$ cat src/rtl/dmem_pkg.sv
// dmem_param shared types and default geometry.
// Imported by the interface, the clear FSM and the top.
package dmem_pkg;

  typedef enum logic {
    ST_CLEAR,
    ST_READY
  } dmem_state_t;

  localparam int DMEM_DW = 8;
  localparam int DMEM_AW = 8;

endpackage

$ cat src/rtl/dmem_if.sv
// Load/store side bus of the data memory.
// The core drives master, the memory implements slave.
interface dmem_if
  import dmem_pkg::*;
#(
  parameter int DW = DMEM_DW,
  parameter int AW = DMEM_AW
);

  logic          we;
  logic          re;
  logic [AW-1:0] addr;
  logic [DW-1:0] di;
  logic [DW-1:0] dout;
  logic          rvalid;
  logic          ready;

  modport master (
    output we, re, addr, di,
    input  dout, rvalid, ready
  );

  modport slave (
    input  we, re, addr, di,
    output dout, rvalid, ready
  );

endinterface

$ cat src/rtl/dmem_clear_fsm.sv
// Post-reset zero-clear sweep over every entry.
// ready rises on the edge that writes the last entry.
module dmem_clear_fsm
  import dmem_pkg::*;
#(
  parameter int AW             = DMEM_AW,
  parameter int CLEAR_ON_RESET = 1
) (
  input  logic          clk,
  input  logic          reset,
  output logic          clr_we_o,
  output logic [AW-1:0] clr_addr_o,
  output logic          ready_o
);

  localparam int DEPTH = 1 << AW;
  localparam logic [AW:0] PTR_LAST = (AW+1)'(DEPTH - 1);

  dmem_state_t state_q, state_d;
  logic [AW:0] clr_ptr_q, clr_ptr_d;

  always_ff @(posedge clk or posedge reset) begin
    if (reset) begin
      state_q   <= ST_CLEAR;
      clr_ptr_q <= '0;
    end else begin
      state_q   <= state_d;
      clr_ptr_q <= clr_ptr_d;
    end
  end

  always_comb begin
    state_d   = state_q;
    clr_ptr_d = clr_ptr_q;
    clr_we_o  = 1'b0;
    unique case (state_q)
      ST_CLEAR: begin
        if (CLEAR_ON_RESET != 0) begin
          clr_we_o  = 1'b1;
          clr_ptr_d = clr_ptr_q + 1'b1;
          if (clr_ptr_q == PTR_LAST)
            state_d = ST_READY;
        end else begin
          state_d = ST_READY;
        end
      end
      ST_READY: state_d = ST_READY;
      default:  state_d = ST_CLEAR;
    endcase
  end

  assign clr_addr_o = clr_ptr_q[AW-1:0];
  assign ready_o    = (state_q == ST_READY);

endmodule

$ cat src/rtl/dmem_param.sv
// Parametrised data memory with optional registered read
// and a hardware zero-clear sweep after reset.
module dmem_param
  import dmem_pkg::*;
#(
  parameter int DW             = DMEM_DW,
  parameter int AW             = DMEM_AW,
  parameter int READ_LAT       = 0,
  parameter int CLEAR_ON_RESET = 1
) (
  input  logic   clk,
  input  logic   reset,
  dmem_if.slave  bus
);

  localparam int DEPTH = 1 << AW;

  logic [DW-1:0] guts [DEPTH];

  logic          clr_we;
  logic [AW-1:0] clr_addr;
  logic          ready;

  logic          wr_en;
  logic [AW-1:0] wr_addr;
  logic [DW-1:0] wr_data;

  logic [DW-1:0] dout_q, dout_d;
  logic          rvalid_q, rvalid_d;

  dmem_clear_fsm #(
    .AW             (AW),
    .CLEAR_ON_RESET (CLEAR_ON_RESET)
  ) u_clr (
    .clk        (clk),
    .reset      (reset),
    .clr_we_o   (clr_we),
    .clr_addr_o (clr_addr),
    .ready_o    (ready)
  );

  // The sweep owns the write port until ready; user writes are dropped.
  always_comb begin
    wr_en   = clr_we;
    wr_addr = clr_addr;
    wr_data = '0;
    if (ready) begin
      wr_en   = bus.we;
      wr_addr = bus.addr;
      wr_data = bus.di;
    end
  end

  always_ff @(posedge clk) begin
    if (wr_en)
      guts[wr_addr] <= wr_data;
  end

  // Registered read samples the array before this edge's write.
  always_comb begin
    dout_d   = dout_q;
    rvalid_d = 1'b0;
    if (ready && bus.re) begin
      dout_d   = guts[bus.addr];
      rvalid_d = 1'b1;
    end
  end

  always_ff @(posedge clk or posedge reset) begin
    if (reset) begin
      dout_q   <= '0;
      rvalid_q <= 1'b0;
    end else begin
      dout_q   <= dout_d;
      rvalid_q <= rvalid_d;
    end
  end

  always_comb begin
    bus.ready = ready;
    if (READ_LAT == 0) begin
      bus.dout   = ready ? guts[bus.addr] : '0;
      bus.rvalid = ready;
    end else begin
      bus.dout   = dout_q;
      bus.rvalid = rvalid_q;
    end
  end

endmodule

$ cat src/flat_wrapper.sv
// flat-port wrapper written by rule: the top's interface ports become plain ports
module dmem_param_flat import dmem_pkg::*;
#(
  parameter int DW             = DMEM_DW,
  parameter int AW             = DMEM_AW,
  parameter int READ_LAT       = 0,
  parameter int CLEAR_ON_RESET = 1
)
  (clk, reset, bus_we, bus_re, bus_addr, bus_di, bus_dout, bus_rvalid, bus_ready);
  dmem_if #(.DW(DW), .AW(AW)) bus_i ();
  input  logic clk;
  input  logic reset;
  input wire logic [$bits(bus_i.we)-1:0] bus_we;
  input wire logic [$bits(bus_i.re)-1:0] bus_re;
  input wire logic [$bits(bus_i.addr)-1:0] bus_addr;
  input wire logic [$bits(bus_i.di)-1:0] bus_di;
  output wire logic [$bits(bus_i.dout)-1:0] bus_dout;
  output wire logic [$bits(bus_i.rvalid)-1:0] bus_rvalid;
  output wire logic [$bits(bus_i.ready)-1:0] bus_ready;
  assign bus_i.we = bus_we;
  assign bus_i.re = bus_re;
  assign bus_i.addr = bus_addr;
  assign bus_i.di = bus_di;
  assign bus_dout = bus_i.dout;
  assign bus_rvalid = bus_i.rvalid;
  assign bus_ready = bus_i.ready;
  dmem_param #(.DW(DW), .AW(AW), .READ_LAT(READ_LAT), .CLEAR_ON_RESET(CLEAR_ON_RESET)) u_core (.clk(clk), .reset(reset), .bus(bus_i));
endmodule
$ cat config.mk
export PLATFORM = sky130hd
export DESIGN_NAME = dmem_param_flat
export DESIGN_NICKNAME = d
export VERILOG_FILES = /design/src/rtl/dmem_pkg.sv /design/src/rtl/dmem_if.sv /design/src/rtl/dmem_clear_fsm.sv /design/src/rtl/dmem_param.sv /design/src/flat_wrapper.sv
export SDC_FILE = /design/constraint.sdc
export NUM_CORES = 2
export LEC_CHECK = 0
export ABC_CLOCK_PERIOD_IN_PS = 10200
export CAP_MARGIN = 10
export CORE_ASPECT_RATIO = 1.2
export CORE_MARGIN = 2
export CORE_UTILIZATION = 60
export CTS_CLUSTER_DIAMETER = 120
export DETAILED_ROUTE_END_ITERATION = 6
export PLACE_DENSITY = 0.86
export SLEW_MARGIN = 20
export SYNTH_ARGS = -nofsm -noshare
export SYNTH_HDL_FRONTEND = slang
export SYNTH_SLANG_ARGS = --single-unit
$ cat constraint.sdc
create_clock -name clk -period 10.2 [get_ports clk]
set_input_delay 2.04 -clock clk [delete_from_list [all_inputs] [get_ports clk]]
set_output_delay 2.04 -clock clk [all_outputs]
set_load 0.02 [all_outputs]
Word level (Yosys, flattened, before mapping)
Memory sizes are Yosys's and may differ from the RTL's.
Index checks and enable logic that the tools add are counted.
- memories kept: 1
- RAM bits: 2048
- bits in registers: 10
- input port bits: 20
- logic and storage cells: 14
- output and inout port bits: 10
- memory list (name ; depth ; bits a word ; read ports ; clocked after memory_dff ; write ports ; RTL line ; RTL):
    u_core.guts ; 256 ; 8 ; 1 ; 0 ; 1 ; dmem_param.sv:18 ; logic [DW-1:0] guts [DEPTH];
- equality and inequality tests: 1
- $add $sub $neg: 1
- bitwise gates (word level): 1
- mux-type cells: 8
- operator list (cell ; count):
    $mux 8 ; 3
    $add 9x1->9 const B ; 1
    $eq 9x8->1 const B ; 1
    $mux 1 ; 4
    $pmux 1 s2 ; 1
    $not 1->1 ; 1

Depth between registers and ports, before layout
- depth after elaboration: 3
- mapped depth: 12
- mapped depth without buffers: 6

Modules after synthesis
Synthesis repeated with hierarchy kept, for this count alone.
- cells, all modules: 3843
- area total of the unflattened synthesis: 79859.1 um2
- modules (own cells, without submodules) (module ; times used ; cells an instance ; sequential area each (um2) ; area each (um2)):
    dmem_param ; 1 ; 3799 ; 61499.0 ; 79359.9
    dmem_clear_fsm ; 1 ; 44 ; 250.2 ; 499.2

Worst setup path before layout
No wires, ideal clock.
- path type: input to register
- start: input bus_di[0]
- end: memory u_core.guts[0][0] in the netlist's numbering, data pin
- buffers on the path: 0
- stages on the path: 1
- data required time: 9333 ps
- slack: 4066 ps
- setup time: 867 ps
- arrival time: 5267 ps
- path through: and2_1
- word-level cells in the longest chain between the ends: 1
- RTL lines (item ; RTL line ; RTL):
    from (decl) ; flat_wrapper.sv:16 ; input wire logic [$bits(bus_i.di)-1:0] bus_di;
    $mux 8 ; dmem_param.sv:47 ; if (ready) begin
    to (decl) ; dmem_param.sv:18 ;
Every way passes these cells.

Final worst setup path
- start: input bus_addr[5]
- end: output bus_dout[6]
- word-level cells in the longest chain between the ends: 2
- RTL lines (item ; RTL line ; RTL):
    from (decl) ; flat_wrapper.sv:15 ; input wire logic [$bits(bus_i.addr)-1:0] bus_addr;
    $mem_v2 256x8 ; n/a ;
    $mux 8 ; dmem_param.sv:82 ; bus.dout = ready ? guts[bus.addr] : '0;
    to (decl) ; flat_wrapper.sv:17 ; output wire logic [$bits(bus_i.dout)-1:0] bus_dout;
Every way passes these cells.

==> flow_results.org <==
** Detailed routing
- Wire per inst :: 34.0 um
- For this run, the detailed router's first-pass iteration total came to 7.
- In this run, the number of DRC markers left after iteration 0 of detailed routing was 7,269.
- Wirelength, routed :: 206,000 um
- In the routed design, unresolved DRC markers number 3.
- Via count of the routed design :: 43.1k
- The count of nets left with antenna violations once routing finished came out at 0.
- Drt via density :: 7.14

** Yosys
- Register bit total from synthesis :: 2,058
- Share of the synthesized area in the top cell type :: 76.5%
- For this run, the register share of the synthesized area comes to 76.8%.
- The number of nets in the synthesized netlist is 4,067.
- Largest area contributor in the synthesized netlist :: edfxtp_1
- Commonest cells in the netlist :: edfxtp_1, mux4_2, mux2i_1
- Synthesis produced 4,045 cells.
- Top post-synthesis cells by area :: edfxtp_1, mux4_2, mux2i_1
- For this run, asynchronously set or reset flops after synthesis account for 0.486%.
- In this run, distinct cell masters in the synthesized netlist total 61.
- Yosys instantiated no cell more often than edfxtp_1.
- Yosys mapped a number of flops with a built-in enable equal to 2,048.
- The synthesized netlist occupies a cell area of 80,400 um^2.
- Top flip-flop cell by instance count after synthesis :: edfxtp_1
- The average instance in the mapped netlist occupies 19.9 um^2.
- Synth warnings :: 0

** Power and ir drop
- Pwr dens :: 184 nW/um^2
- Overall power consumption after layout is estimated at 16.2 mW.
- Peak supply drop :: 0.163 mV
- Summed over all cells, the static leakage comes to 22.8 nW.

** Timing
- Rel. slew slack :: 18.9%
- Final Cycle Share :: 92.6%
- Smallest hold slack :: 0.511 ns
- Total count of hold-check failures in the final report :: 0
- Fmax :: 106 MHz
- The clock period could shrink to 9.44 ns.
- At the pin with the least slew margin, the transition time is 1.21 ns.
- Pins Over Slew Limit :: 0
- Total negative setup slack :: 0 ns
- Minimum setup slack in the final design :: 0.758 ns
- Setup violations remaining at the end of the flow were counted as 0.
- Setup repair after global routing left no endpoint under its margin.
- For the final database, setup skew stands at 0.0274 ns.

** Placed design
- Placed wire-length estimate after detailed placement :: 116,000 um
- The congestion estimate from routability-driven global placement came to 0.938.
- Worst Setup Slack post-DPL :: 1.47 ns
- Number of port buffers :: 28

** Critical path
- The worst register-to-register path ends at u_core.guts[106][1].
- The critical path is of the primary input to primary output type.
- Broken down by cell family, the worst path's largest delay share belongs to buffers and inverters.
- STA classifies the critical path endpoint as a primary output.
- In this run the critical register-to-register path is launched from u_core.u_clr.ready_o.
- Slowest stage cell, crit path :: clkdlybuf4s50_1
- Crit-path max cell delay :: 1.03 ns
- R2R Setup Slk :: 5.93 ns
- In this run the worst path has a maximum fanout of 21.
- Traced cell by cell, the critical path runs through clkdlybuf4s50_1 -> buf_4 -> nor2b_1 -> and2_1 -> a31oi_1 -> a31oi_1 -> nor4_1 -> nand4_1 -> clkdlybuf4s50_1.
- At the worst endpoint, the arrival time is 7.40 ns.
- Counting cells, the worst reg-to-reg path comes to 6.
- For the worst setup path, the data required time is 8.16 ns.
- The worst setup path is launched from a primary input.
- Crit path buffers/inverters :: 3

** Clocking
- Worst-skew pair later-pin latency :: 0.83 ns
- Clock tree buffer depth :: 3
- TritonCTS built the clock tree.
- Clock tree synthesis found a total of 2,058 sinks.
- CTS H-tree lvls :: 4
- In this run, CTS created clock tree buffers numbering 173.
- CTS placed an instance of clkbuf_16 at the clock tree root.
- Count of buffers added by post-CTS timing repair for setup :: 0
- Post-cts sizing count :: 0
- After clock tree synthesis, the flow added hold-fix buffers numbering 0.
- After clock tree synthesis, the clock-pin slew on the worst setup and hold paths is 0.06 ns.

** Floorplanning
- In this run the count of I/O pins placed on the die edge is 30.
- Die Width :: 338 um
- Vert. Die Dim :: 405 um
- The floorplan step defined a die boundary enclosing 137,000 um^2.
- Effective utilization at floorplan :: 60.3%
- The initialized floorplan defines 147 standard-cell rows.
- The floorplan step defined a core boundary enclosing 133,000 um^2.

** Global route
- Global-route total usage across every layer :: 30.1%
- The via count of the first global-routing pass came to 43.0k.
- Remaining Overflow, GRT :: 0
- Pin count of the biggest net entering global routing :: 257
- Global-route wire length before repair :: 294,000 um
- The number of antenna violations at the first check in global routing is 10.

** Worst hold path
- Endpoint of the worst hold path :: u_core.u_clr.clr_ptr_q[8]
- Count of cells along the worst hold path :: 2
- Min-delay src :: u_core.u_clr.clr_ptr_q[8]
- Hold WC Path Type :: flip-flop to flip-flop

** Final layout
- The layout has 7,543 filler cells.
- Share of layout cells above drive strength 1 :: 17.8%
- # nets final :: 4,127
- The area growth from synthesis to layout is 9.84%.

** Outcome
- The run finished, with violations left.
- The checks that failed: design-rule violations.

** Flow run
- Across the run, the number of max-cap violations was 0.
[kinds of logic after synthesis]
kind of cell,share of synthesized area [%]
AND/OR/NAND/NOR,3.26
buffers and inverters,1.84
adder cells (fa/ha/maj),0.0311
XOR/XNOR,0.0763
flip-flops,76.8
AO/OA/AOI/OAI,3.99
multiplexers,14.0
[cell type report]
cell class	count	area, um^2	share of cell area (%)
antenna	6	15.0	0.0170
tap	1788	2240	2.53
multi-input combinational	1729	17300	19.6
inverter	7	26.3	0.0298
clock inverter	107	1090	1.24
clock buffer	209	4590	5.20
sequential	2058	61700	70.0
timing repair buffer	136	1280	1.45
[sequential cells by signal, indices dropped and copies added (netlist names)]
register                cells
u_core.guts              2048
u_core.u_clr.clr_ptr_q      9
u_core.u_clr.ready_o        1
[cells in the final DEF (no fill, tap or decap), types with 9 or more instances in the layout]
| cell | netlist | final |
|---|---|---|
| clkbuf_16 | 0 | 179 |
| clkinv_2 | 0 | 34 |
| and2_1 | 18 | 9 |
| a22oi_1 | 103 | 103 |
| a22o_1 | 32 | 32 |
| dfrtp_1 | 10 | 10 |
| bufinv_16 | 0 | 18 |
| nand3b_1 | 10 | 10 |
| clkinv_1 | 1 | 34 |
| o221ai_1 | 25 | 25 |
| mux4_2 | 343 | 343 |
| clkinvlp_4 | 0 | 10 |
| a2111oi_0 | 19 | 14 |
| mux2i_1 | 321 | 321 |
| nand4_1 | 9 | 9 |
| o21ai_0 | 24 | 24 |
| o22ai_1 | 84 | 84 |
| nor3_1 | 36 | 35 |
| nor2_1 | 308 | 305 |
| clkdlybuf4s50_1 | 0 | 24 |
| buf_12 | 6 | 9 |
| nand2_1 | 90 | 89 |
| a21oi_1 | 55 | 55 |
| a31oi_1 | 55 | 55 |
| nand3_1 | 57 | 52 |
| buf_4 | 22 | 95 |
| a211oi_1 | 22 | 22 |
| nor4_1 | 16 | 16 |
| edfxtp_1 | 2048 | 2048 |
| mux4_1 | 9 | 9 |
| clkbuf_1 | 83 | 30 |
[worst register-to-register path, stage by stage (launching register included)]
cell	delay, ns
dfrtp_1	0.35
buf_4	0.39
inv_1	0.31
o21ai_1	0.65
nand3_1	0.97
buf_4	0.54
nor2_1	0.70
[per-stage QoR]
| stage | instance area [um^2] | utilization (%) | std cells |
|---|---|---|---|
| CTS | 88100 | 66.1 | 6030 |
| global placement | 82400 | 61.8 | 5714 |
| finish | 88300 | 66.2 | 6040 |
| detailed placement | 82400 | 61.8 | 5714 |
| global route | 88300 | 66.2 | 6034 |
| floorplan | 80400 | - | 4045 |
[worst max path at each step]
stage	start	end	slack, ns	cells past startpoint
2_1_floorplan	bus_di[0]	u_core.guts[0][0]	4.07	1
3_3_place_gp	bus_addr[5]	bus_dout[6]	1.46	9
3_5_place_dp	bus_addr[0]	bus_dout[6]	1.47	9
4_1_cts	bus_addr[0]	bus_dout[6]	1.39	9
5_1_grt	bus_addr[0]	bus_dout[5]	1.18	9
6_report	bus_addr[5]	bus_dout[6]	0.76	9
[report_power, final]
part	switching, mW	internal (mW)
logic	0.250	0.131
registers	0	9.15
clock network	3.03	3.69
total	3.27	13.0
[per-layer routing]
| metal | global-route usage [%] | part of all wire [%] | up-vias |
|---|---|---|---|
| li1 | - | - | 16800 |
| met1 | 37.3 | 32 | 21500 |
| met2 | 48.1 | 48 | 3980 |
| met3 | 7.80 | 13 | 842 |
| met4 | 18.3 | 7.3 | 8 |
| met5 | 0 | 0.022 | - |
Power figures use the tool's default switching activity.
